## src/rtl/remote_comm_pkg.sv

```systemverilog
// Shared definitions for the host-side flight-controller command link:
// baud default, command codes, the ACK byte and the send-sequencer states.
package remote_comm_pkg;

    localparam int BAUD_DIV_DEFAULT = 2604;

    localparam logic [7:0] SET_PTCH  = 8'h02;
    localparam logic [7:0] SET_ROLL  = 8'h03;
    localparam logic [7:0] SET_YAW   = 8'h04;
    localparam logic [7:0] SET_THRST = 8'h05;
    localparam logic [7:0] SET_CAL   = 8'h06;
    localparam logic [7:0] SET_EMGL  = 8'h07;
    localparam logic [7:0] SET_MOFF  = 8'h08;

    localparam logic [7:0] ACK = 8'hA5;

    typedef enum logic [1:0] {
        IDLE,
        CMD,
        HIGH,
        LOW
    } send_state_t;

    // Baud counters never shrink below 12 bits so the default divider always fits.
    function automatic int baud_cnt_width(input int div);
        return ($clog2(div + 1) > 12) ? $clog2(div + 1) : 12;
    endfunction

endpackage

```

## src/rtl/remote_comm_if.sv

```systemverilog
// Host-facing command/response bundle of the remote_comm link.
interface remote_comm_if;
    logic [7:0]  cmd;
    logic [15:0] data;
    logic        send_cmd;
    logic        cmd_sent;
    logic [7:0]  resp;
    logic        resp_rdy;
    logic        clr_resp_rdy;

    modport master (
        output cmd, data, send_cmd, clr_resp_rdy,
        input  cmd_sent, resp, resp_rdy
    );

    modport slave (
        input  cmd, data, send_cmd, clr_resp_rdy,
        output cmd_sent, resp, resp_rdy
    );
endinterface

```

## src/rtl/remote_comm_uart.sv

```systemverilog
// 8N1 UART: transmitter with single-cycle restart for back-to-back bytes, and an
// independent receiver with a two-flop synchronizer and midpoint sampling.
module remote_comm_uart
    import remote_comm_pkg::*;
#(
    parameter int BAUD_DIV = BAUD_DIV_DEFAULT
) (
    input  logic       clk,
    input  logic       rst,
    input  logic [7:0] tx_data,
    input  logic       trmt,
    output logic       tx_done,
    output logic       TX,
    input  logic       RX,
    output logic [7:0] rx_data,
    output logic       rdy,
    input  logic       clr_rdy
);

    localparam int             CW         = baud_cnt_width(BAUD_DIV);
    localparam logic [CW-1:0]  BAUD_LAST  = CW'(BAUD_DIV - 1);
    // Start detection costs one cycle after the synchronizer, hence the -2.
    localparam logic [CW-1:0]  HALF_START = CW'(BAUD_DIV / 2 - 2);
    localparam int             SYNC_STAGES = 2;

    // ---------------- transmitter ----------------
    logic [9:0]    tx_shift_reg;
    logic [CW-1:0] tx_cnt_reg;
    logic [3:0]    tx_bit_reg;
    logic          tx_busy_reg;

    assign tx_done = tx_busy_reg && (tx_cnt_reg == BAUD_LAST) && (tx_bit_reg == 4'd9);
    assign TX      = tx_shift_reg[0];

    always_ff @(posedge clk) begin
        if (rst) begin
            tx_shift_reg <= '1;
            tx_cnt_reg   <= '0;
            tx_bit_reg   <= '0;
            tx_busy_reg  <= 1'b0;
        end else if (trmt) begin
            tx_shift_reg <= {1'b1, tx_data, 1'b0};
            tx_cnt_reg   <= '0;
            tx_bit_reg   <= '0;
            tx_busy_reg  <= 1'b1;
        end else if (tx_busy_reg) begin
            if (tx_cnt_reg == BAUD_LAST) begin
                tx_cnt_reg <= '0;
                if (tx_bit_reg == 4'd9) begin
                    tx_busy_reg <= 1'b0;
                end else begin
                    tx_bit_reg   <= tx_bit_reg + 4'd1;
                    tx_shift_reg <= {1'b1, tx_shift_reg[9:1]};
                end
            end else begin
                tx_cnt_reg <= tx_cnt_reg + 1'b1;
            end
        end
    end

    // ---------------- receiver ----------------
    logic [SYNC_STAGES-1:0] rx_sync_reg;
    logic                   rx_sync;
    logic                   rx_prev_reg;
    logic                   rx_busy_reg;
    logic [CW-1:0]          rx_cnt_reg;
    logic [3:0]             rx_bit_reg;
    logic [7:0]             rx_shift_reg;
    logic [7:0]             rx_data_reg;
    logic                   rdy_reg;
    logic                   rx_sample;
    logic                   rx_done;

    assign rx_sync   = rx_sync_reg[SYNC_STAGES-1];
    assign rx_sample = rx_busy_reg && (rx_cnt_reg == '0);
    assign rx_done   = rx_sample && (rx_bit_reg == 4'd9) && rx_sync;
    assign rx_data   = rx_data_reg;
    assign rdy       = rdy_reg;

    always_ff @(posedge clk) begin
        if (rst) begin
            rx_sync_reg  <= '1;
            rx_prev_reg  <= 1'b1;
            rx_busy_reg  <= 1'b0;
            rx_cnt_reg   <= '0;
            rx_bit_reg   <= '0;
            rx_shift_reg <= '0;
            rx_data_reg  <= '0;
            rdy_reg      <= 1'b0;
        end else begin
            rx_sync_reg <= {rx_sync_reg[SYNC_STAGES-2:0], RX};
            rx_prev_reg <= rx_sync;

            if (!rx_busy_reg) begin
                if (rx_prev_reg && !rx_sync) begin
                    rx_busy_reg <= 1'b1;
                    rx_cnt_reg  <= HALF_START;
                    rx_bit_reg  <= '0;
                end
            end else if (!rx_sample) begin
                rx_cnt_reg <= rx_cnt_reg - 1'b1;
            end else begin
                rx_cnt_reg <= BAUD_LAST;
                rx_bit_reg <= rx_bit_reg + 4'd1;
                if (rx_bit_reg == 4'd0) begin
                    // A start bit that is high at its midpoint was only a glitch.
                    if (rx_sync) rx_busy_reg <= 1'b0;
                end else if (rx_bit_reg == 4'd9) begin
                    rx_busy_reg <= 1'b0;
                end else begin
                    rx_shift_reg <= {rx_sync, rx_shift_reg[7:1]};
                end
            end

            if (rx_done) rx_data_reg <= rx_shift_reg;

            if (rx_done)      rdy_reg <= 1'b1;
            else if (clr_rdy) rdy_reg <= 1'b0;
        end
    end

endmodule

```

## src/rtl/remote_comm.sv

```systemverilog
// Host command link: sequences cmd, data[15:8], data[7:0] out of the UART and
// exposes the last framed response byte from the flight controller.
module remote_comm
    import remote_comm_pkg::*;
#(
    parameter int BAUD_DIV = BAUD_DIV_DEFAULT
) (
    input  logic          clk,
    input  logic          rst,
    input  logic          RX,
    output logic          TX,
    remote_comm_if.slave  host
);

    send_state_t state_reg, state_next;
    logic [7:0]  cmd_reg;
    logic [15:0] data_reg;
    logic        cmd_sent_reg;

    logic        trmt;
    logic [7:0]  tx_data;
    logic        tx_done;
    logic        load;
    logic        set_sent;
    logic [7:0]  resp;
    logic        resp_rdy;

    always_ff @(posedge clk) begin
        if (rst) state_reg <= IDLE;
        else     state_reg <= state_next;
    end

    always_comb begin
        state_next = state_reg;
        case (state_reg)
            IDLE:    if (host.send_cmd) state_next = CMD;
            CMD:     if (tx_done)       state_next = HIGH;
            HIGH:    if (tx_done)       state_next = LOW;
            LOW:     if (tx_done)       state_next = IDLE;
            default:                    state_next = IDLE;
        endcase
    end

    // The first byte comes straight from the port so the start bit leaves on the
    // cycle after send_cmd; later bytes come from the latched copy.
    always_comb begin
        trmt     = 1'b0;
        tx_data  = cmd_reg;
        load     = 1'b0;
        set_sent = 1'b0;
        case (state_reg)
            IDLE: if (host.send_cmd) begin
                trmt    = 1'b1;
                tx_data = host.cmd;
                load    = 1'b1;
            end
            CMD: if (tx_done) begin
                trmt    = 1'b1;
                tx_data = data_reg[15:8];
            end
            HIGH: if (tx_done) begin
                trmt    = 1'b1;
                tx_data = data_reg[7:0];
            end
            LOW: if (tx_done) set_sent = 1'b1;
            default: ;
        endcase
    end

    always_ff @(posedge clk) begin
        if (rst) begin
            cmd_reg      <= '0;
            data_reg     <= '0;
            cmd_sent_reg <= 1'b0;
        end else begin
            if (load) begin
                cmd_reg  <= host.cmd;
                data_reg <= host.data;
            end
            if (load)          cmd_sent_reg <= 1'b0;
            else if (set_sent) cmd_sent_reg <= 1'b1;
        end
    end

    remote_comm_uart #(.BAUD_DIV(BAUD_DIV)) u_uart (
        .clk     (clk),
        .rst     (rst),
        .tx_data (tx_data),
        .trmt    (trmt),
        .tx_done (tx_done),
        .TX      (TX),
        .RX      (RX),
        .rx_data (resp),
        .rdy     (resp_rdy),
        .clr_rdy (host.clr_resp_rdy)
    );

    assign host.cmd_sent = cmd_sent_reg;
    assign host.resp     = resp;
    assign host.resp_rdy = resp_rdy;

endmodule

```

## src/flat_wrapper.sv

```systemverilog
// flat-port wrapper written by rule: the top's interface ports become plain ports
module remote_comm_flat import remote_comm_pkg::*;
#(
    parameter int BAUD_DIV = BAUD_DIV_DEFAULT
)
  (clk, rst, RX, TX, host_cmd, host_data, host_send_cmd, host_clr_resp_rdy, host_cmd_sent, host_resp, host_resp_rdy);
  remote_comm_if host_i ();
  input  logic clk;
  input  logic rst;
  input  logic RX;
  output logic TX;
  input wire logic [$bits(host_i.cmd)-1:0] host_cmd;
  input wire logic [$bits(host_i.data)-1:0] host_data;
  input wire logic [$bits(host_i.send_cmd)-1:0] host_send_cmd;
  input wire logic [$bits(host_i.clr_resp_rdy)-1:0] host_clr_resp_rdy;
  output wire logic [$bits(host_i.cmd_sent)-1:0] host_cmd_sent;
  output wire logic [$bits(host_i.resp)-1:0] host_resp;
  output wire logic [$bits(host_i.resp_rdy)-1:0] host_resp_rdy;
  assign host_i.cmd = host_cmd;
  assign host_i.data = host_data;
  assign host_i.send_cmd = host_send_cmd;
  assign host_i.clr_resp_rdy = host_clr_resp_rdy;
  assign host_cmd_sent = host_i.cmd_sent;
  assign host_resp = host_i.resp;
  assign host_resp_rdy = host_i.resp_rdy;
  remote_comm #(.BAUD_DIV(BAUD_DIV)) u_core (.clk(clk), .rst(rst), .RX(RX), .TX(TX), .host(host_i));
endmodule
```

## config.mk

```make
export PLATFORM = sky130hd
export DESIGN_NAME = remote_comm_flat
export DESIGN_NICKNAME = d
export VERILOG_FILES = /design/src/rtl/remote_comm_pkg.sv /design/src/rtl/remote_comm_if.sv /design/src/rtl/remote_comm_uart.sv /design/src/rtl/remote_comm.sv /design/src/flat_wrapper.sv
export SDC_FILE = /design/constraint.sdc
export NUM_CORES = 1
export LEC_CHECK = 0
export ABC_AREA = 1
export CAP_MARGIN = 0
export CORE_MARGIN = 2
export CORE_UTILIZATION = 60
export CTS_CLUSTER_DIAMETER = 50
export DETAILED_ROUTE_END_ITERATION = 6
export PLACE_DENSITY = 0.83
export SYNTH_ARGS = -nofsm -noshare
export SYNTH_HDL_FRONTEND = slang
export SYNTH_SLANG_ARGS = --single-unit
```

## constraint.sdc

```tcl
create_clock -name clk -period 2.73 [get_ports clk]
set_input_delay 0.273 -clock clk [delete_from_list [all_inputs] [get_ports clk]]
set_output_delay 0.273 -clock clk [all_outputs]
set_load 0.02 [all_outputs]
```

==> results of run 1 <==
## worst paths after layout
kind                            slack, ns                                         end  cells after the start
worst max-delay path                 0.47  u_core.u_uart.tx_shift_reg[0]$_SDFFE_PP1P_                     10
worst min-delay path                 0.43     u_core.u_uart.rx_sync_reg[1]$_SDFF_PP1_                      1
worst max register to register       0.47  u_core.u_uart.tx_shift_reg[0]$_SDFFE_PP1P_                     10
worst min register to register       0.43     u_core.u_uart.rx_sync_reg[1]$_SDFF_PP1_                      1
## synthesized netlist by cell type, types with 3 or more instances
cell type	n
nor2_1	90
o21a_1	6
nor2_4	5
xor2_1	10
a22oi_1	3
a21oi_1	32
buf_2	4
dfxtp_1	90
inv_1	78
clkbuf_1	13
nand4_1	13
o21ai_0	53
nand2_1	136
nor3_1	19
a211oi_1	8
or2_2	5
nand3_1	24
o22ai_1	6
ha_1	13
## layer usage
layer | up-vias | global-route usage | wire length [µm]
li1 | 2121 | - | -
met1 | 1865 | 0.299 | 4230
met2 | 110 | 0.448 | 4990
met3 | 11 | 0.0654 | 636
met4 | 0 | 0.0795 | 145
met5 | - | 0 | 0
## critical path, cell delays in order (launching register included)
cell     delay, ns
dfxtp_1       0.39
inv_1         0.06
ha_1          0.18
nand2_1       0.11
nor2_4        0.08
inv_1         0.17
nand4_1       0.49
o21ai_0       0.34
a21oi_1       0.06
or2_2         0.28
inv_1         0.05
## power by group
part | internal [mW] | total (mW) | switching [mW]
registers | 1.49 | 1.61 | 0.111
clock network | 0.355 | 0.870 | 0.515
logic | 0.356 | 0.964 | 0.608
## layout make-up
type                            count  area share
Clock buffer                        9      0.0243
Tap cell                           99      0.0243
Multi-Input combinational cell    443       0.441
Sequential cell                    90       0.354
Inverter                           80      0.0590
Clock inverter                      7      0.0123
Timing Repair Buffer               45      0.0855
## logic make-up after synthesis
logic type | count (synthesis) | synth area share
AO/OA/AOI/OAI | 113 | 0.142
adder cells (fa/ha/maj) | 13 | 0.0366
flip-flops | 90 | 0.406
XOR/XNOR | 12 | 0.0237
buffers and inverters | 101 | 0.0890
AND/OR/NAND/NOR | 305 | 0.303
## metrics by stage
stage | hold slack (ns) | setup slack [ns] | total power [mW] | std cells
3_5_place_dp | 0.407 | 0.527 | 2.58 | 757
5_1_grt | 0.450 | 0.270 | 3.66 | 773
2_1_floorplan | 0.377 | 1.05 | 2.32 | 634
6_report | 0.430 | 0.469 | 3.44 | 773
4_1_cts | 0.437 | 0.474 | 3.45 | 773
3_3_place_gp | 0.411 | 0.634 | 2.54 | 757
==> results.sh, run 1 <==
export IMPL_wl_mm=10.0
export IMPL_netlist_area_um2=4440
export IMPL_area_growth_pct=14.6
export IMPL_fin_crit_ns=2.26
export IMPL_io_buffers=39
export IMPL_fin_area_um2=5090
export IMPL_synth_seq_cells=90
export IMPL_numCtsBuffers=9
export IMPL_clock_sinks=90
export IMPL_yosysTopAreaCell="dfxtp_1"
export IMPL_multiInputGateArea_um2=2250
export IMPL_syn_area_per_cell_um2=7.01
export IMPL_tightest_slew_ns=0.572
export IMPL_gp_congestion=0.940
export IMPL_tritoncts="done"
export IMPL_drt_iter0_markers=246
export IMPL_rsz0062_at_grt="false"
export IMPL_dp_hpwl_mm=7.28
export IMPL_drive_gt1_frac=0.0579
export IMPL_outcome="completed"
export IMPL_drcViolationCount=0
export IMPL_seq_area_frac_synth=0.406
export IMPL_layout_common_cells="nand2_1 (136), nor2_1 (90), dfxtp_1 (90), inv_1 (78), o21ai_0 (53)"
export IMPL_ys_types=38
export IMPL_fillers=638
export IMPL_grt_pass1_wl_mm=17.0
export IMPL_yosys_warnings=0
export IMPL_first_global_vias=3785
export IMPL_placed_cell_area_um2=4910
export IMPL_cts_hold_buf=0
export IMPL_async_flop_share=0
export IMPL_ctsRootBufferMaster="clkbuf_8"
export IMPL_setup_viol=0
export IMPL_cp_startpoint="u_core.u_uart.tx_bit_reg[1]$_SDFFE_PP0P_"
export IMPL_cts_repair_resized=0
export IMPL_worstHoldPathType="reg2reg"
export IMPL_cp_end_kind="flip-flop"
export IMPL_die_area_um2=8110
export IMPL_largest_reg_flops=16
export IMPL_skew_ns=0.0153
export IMPL_crit_required_ns=3.04
export IMPL_grt_overflow=0
export IMPL_track_usage=0.253
export IMPL_peakVddDrop_v=0.000413
export IMPL_slew_viol_final=0
export IMPL_maxCapViolCount=0
export IMPL_antenna_cells=0
export IMPL_htree_levels=3
export IMPL_maxSlewHeadroom=0.618
export IMPL_dr_pass1_iters=6
export IMPL_vias_per_cell=5.31
export IMPL_synth_edf_count=0
export IMPL_fin_util=0.706
export IMPL_max_clock_freq_ghz=0.442
export IMPL_cp_max_fo=15
export IMPL_critPathLaunchType="flip-flop"
export IMPL_synth_nets=676
export IMPL_synthCells=634
export IMPL_core_area_um2=7210
export IMPL_die_w_um=90.1
export IMPL_rows=31
export IMPL_critical_path_class="reg2reg"
export IMPL_post_route_period_util=0.828
export IMPL_power_density_nw_per_um2=675
export IMPL_timing_rr_start="u_core.u_uart.tx_bit_reg[1]$_SDFFE_PP0P_"
export IMPL_grt_start_max_net_pins=32
export IMPL_leakagePower_nw=2.18
export IMPL_ant_nets=0
export IMPL_hold_viol_final=0
export IMPL_worstPathArrival_ns=2.57
export IMPL_final_setup_tns_ns=0
export IMPL_io_pins=40
export IMPL_wl_per_cell_um=12.9
export IMPL_synth_ff_type="dfxtp_1"
export IMPL_antenna_found_initial=0
export IMPL_netlist_area_leader_share=0.406
export IMPL_post_cts_buffers=0
export IMPL_initial_utilization=0.616
export IMPL_clk_latency_ns=0.37
export IMPL_final_common_cell="nand2_1"
export IMPL_clk_pin_slew_ns=0.10
export IMPL_holdCritStartpoint="u_core.u_uart.rx_sync_reg[0]$_SDFF_PP1_"
export IMPL_die_h_um=90.1
export IMPL_vias=4107
export IMPL_cts_buffer_depth=2
export IMPL_synth_area_leaders="dfxtp_1 (41%), nand2_1 (11%), nor2_1 (7.6%), inv_1 (6.6%), o21ai_0 (6.0%)"
export IMPL_final_seq_area_um2=1800
export IMPL_nets=711
Note: power is estimated with default switching activity, not from simulation.
==> run 2, diff against run 1 <==
- CORE_UTILIZATION: 60 -> 57
- PLACE_DENSITY: 0.83 -> 0.79
- clock period: 2.73 -> 2.2 ns (I/O delays scaled with it)
==> run 2 against run 1 <==
  * Global-route usage fell by 0.47 points
  * Clock power rose by 36%
  * Setup slack got worse by 0.27 ns
  * Die area rose by 5.0%
  * Register-to-register slack got worse by 0.27 ns
  * Largest cell class unchanged
==> results.sh, run 2 (same netlist as run 1, synthesis figures left out) <==
export IMPL_outcome="completed"
export IMPL_dpl_cell_count=765
export IMPL_crit_required_ns=2.46
export IMPL_ant_nets=0
export IMPL_worst_hold_slack_ns=0.424
export IMPL_power_density_nw_per_um2=849
export IMPL_largest_reg_flops=16
export IMPL_maxCapViolCount=0
export IMPL_post_cts_buffers=0
export IMPL_dr_pass1_iters=5
export IMPL_fin_util=0.675
export IMPL_layout_common_cells="nand2_1 (136), nor2_1 (90), dfxtp_1 (90), inv_1 (78), o21ai_0 (53)"
export IMPL_ff2ff_path_depth=11
export IMPL_io_pins=40
export IMPL_dp_hpwl_mm=7.27
export IMPL_skew_ns=0.0117
export IMPL_cp_end_kind="flip-flop"
export IMPL_drt_iter0_markers=255
export IMPL_total_power_mw=4.38
export IMPL_cts_buffer_depth=2
export IMPL_antenna_found_initial=0
export IMPL_tightest_slew_ns=0.565
export IMPL_die_area_um2=8520
export IMPL_hold_viol_final=0
export IMPL_setup_viol=0
export IMPL_slew_viol_final=0
export IMPL_gp_congestion=0.996
export IMPL_track_usage=0.248
export IMPL_antenna_cells=0
export IMPL_clock_sinks=90
export IMPL_tritoncts="done"
export IMPL_core_area_um2=7650
export IMPL_nets=716
export IMPL_wl_per_cell_um=12.8
export IMPL_io_buffers=39
export IMPL_fin_area_um2=5160
export IMPL_max_clock_freq_ghz=0.499
export IMPL_first_global_vias=3866
export IMPL_worstHoldPathType="in2reg"
export IMPL_initial_utilization=0.581
export IMPL_drcViolationCount=0
export IMPL_worstPathArrival_ns=2.27
export IMPL_ctsRootBufferMaster="clkbuf_8"
export IMPL_die_h_um=92.3
export IMPL_htree_levels=3
export IMPL_cts_repair_resized=0
export IMPL_holdPathStages=2
export IMPL_setup_ws_ns=0.196
export IMPL_final_setup_tns_ns=0
export IMPL_cts_hold_buf=0
export IMPL_cp_max_fo=10
export IMPL_final_common_cell="nand2_1"
export IMPL_critical_path_class="reg2reg"
export IMPL_post_route_period_util=0.911
export IMPL_vias_per_cell=5.29
export IMPL_rsz0062_at_grt="false"
export IMPL_grt_pass1_wl_mm=17.2
export IMPL_clk_pin_slew_ns=0.09
export IMPL_grt_overflow=0
export IMPL_clk_latency_ns=0.37
export IMPL_vias=4133
export IMPL_placed_cell_area_um2=4950
export IMPL_peakVddDrop_v=0.000410
export IMPL_rows=32
export IMPL_numCtsBuffers=9
export IMPL_dp_slack_ns=0.197
export IMPL_grt_start_max_net_pins=32
export IMPL_die_w_um=92.3
export IMPL_fin_crit_ns=2.00
export IMPL_drive_gt1_frac=0.0648
export IMPL_fin_cells=781
export IMPL_leakagePower_nw=2.20
export IMPL_wl_mm=9.98
export IMPL_maxSlewHeadroom=0.623
export IMPL_area_growth_pct=16.2
export IMPL_critPathLaunchType="flip-flop"
[run 2: path summary, 6_finish.rpt]
kind,startpoint,slack [ns],endpoint
max,u_core.u_uart.tx_bit_reg[0]$_SDFFE_PP0P_,0.20,u_core.u_uart.tx_shift_reg[7]$_SDFFE_PP1P_
min,RX,0.42,u_core.u_uart.rx_sync_reg[0]$_SDFF_PP1_
max reg2reg,u_core.u_uart.tx_bit_reg[0]$_SDFFE_PP0P_,0.20,u_core.u_uart.tx_shift_reg[7]$_SDFFE_PP1P_
min reg2reg,u_core.u_uart.rx_sync_reg[0]$_SDFF_PP1_,0.43,u_core.u_uart.rx_sync_reg[1]$_SDFF_PP1_
[run 2: per-layer routing]
layer | GRT usage | part of all wire
met1 | 0.303 | 0.44
met2 | 0.441 | 0.49
met3 | 0.0452 | 0.046
met4 | 0.0796 | 0.018
met5 | 0 | 0
[run 2: worst max-delay path, cell delays in order (launching register included)]
cell and delay (ns):
dfxtp_1 0.40, ha_1 0.18, nand2_1 0.08, nor2_4 0.25, nand4_1 0.28, buf_4 0.27
nand2_1 0.07, o21ai_0 0.07, nand2_1 0.06, nand2_1 0.08, nor2_1 0.11, nor2_1 0.05
[run 2: power breakdown]
part           leakage, nW  total (mW)  switching, mW  internal (mW)
Combinational         1.37        1.20          0.748          0.449
Sequential           0.735        2.00          0.147           1.85
Clock                0.103        1.18          0.633          0.549
Total                 2.20        4.38           1.53           2.85
[run 2: cell type report]
| type | count | area, µm² |
|---|---|---|
| Clock inverter | 7 | 83.8 |
| Multi-Input combinational cell | 443 | 2250 |
| Inverter | 80 | 300 |
| Fill cell | 658 | 2490 |
| Timing Repair Buffer | 50 | 473 |
| Sequential cell | 90 | 1800 |
| Tap cell | 102 | 128 |
| Clock buffer | 9 | 124 |
==> run 3, diff against run 2 <==
--- a/constraint.sdc
+++ b/constraint.sdc
@@ -3,2 +3,2 @@
 set_output_delay 0.22 -clock clk [all_outputs]
-set_load 0.02 [all_outputs]
+set_load 0.005 [all_outputs]
==> results of run 3 <==
The final DEF is identical to that of run 2. Status: completed.
Main changes from that run: total power 4.38 mW -> 4.37 mW
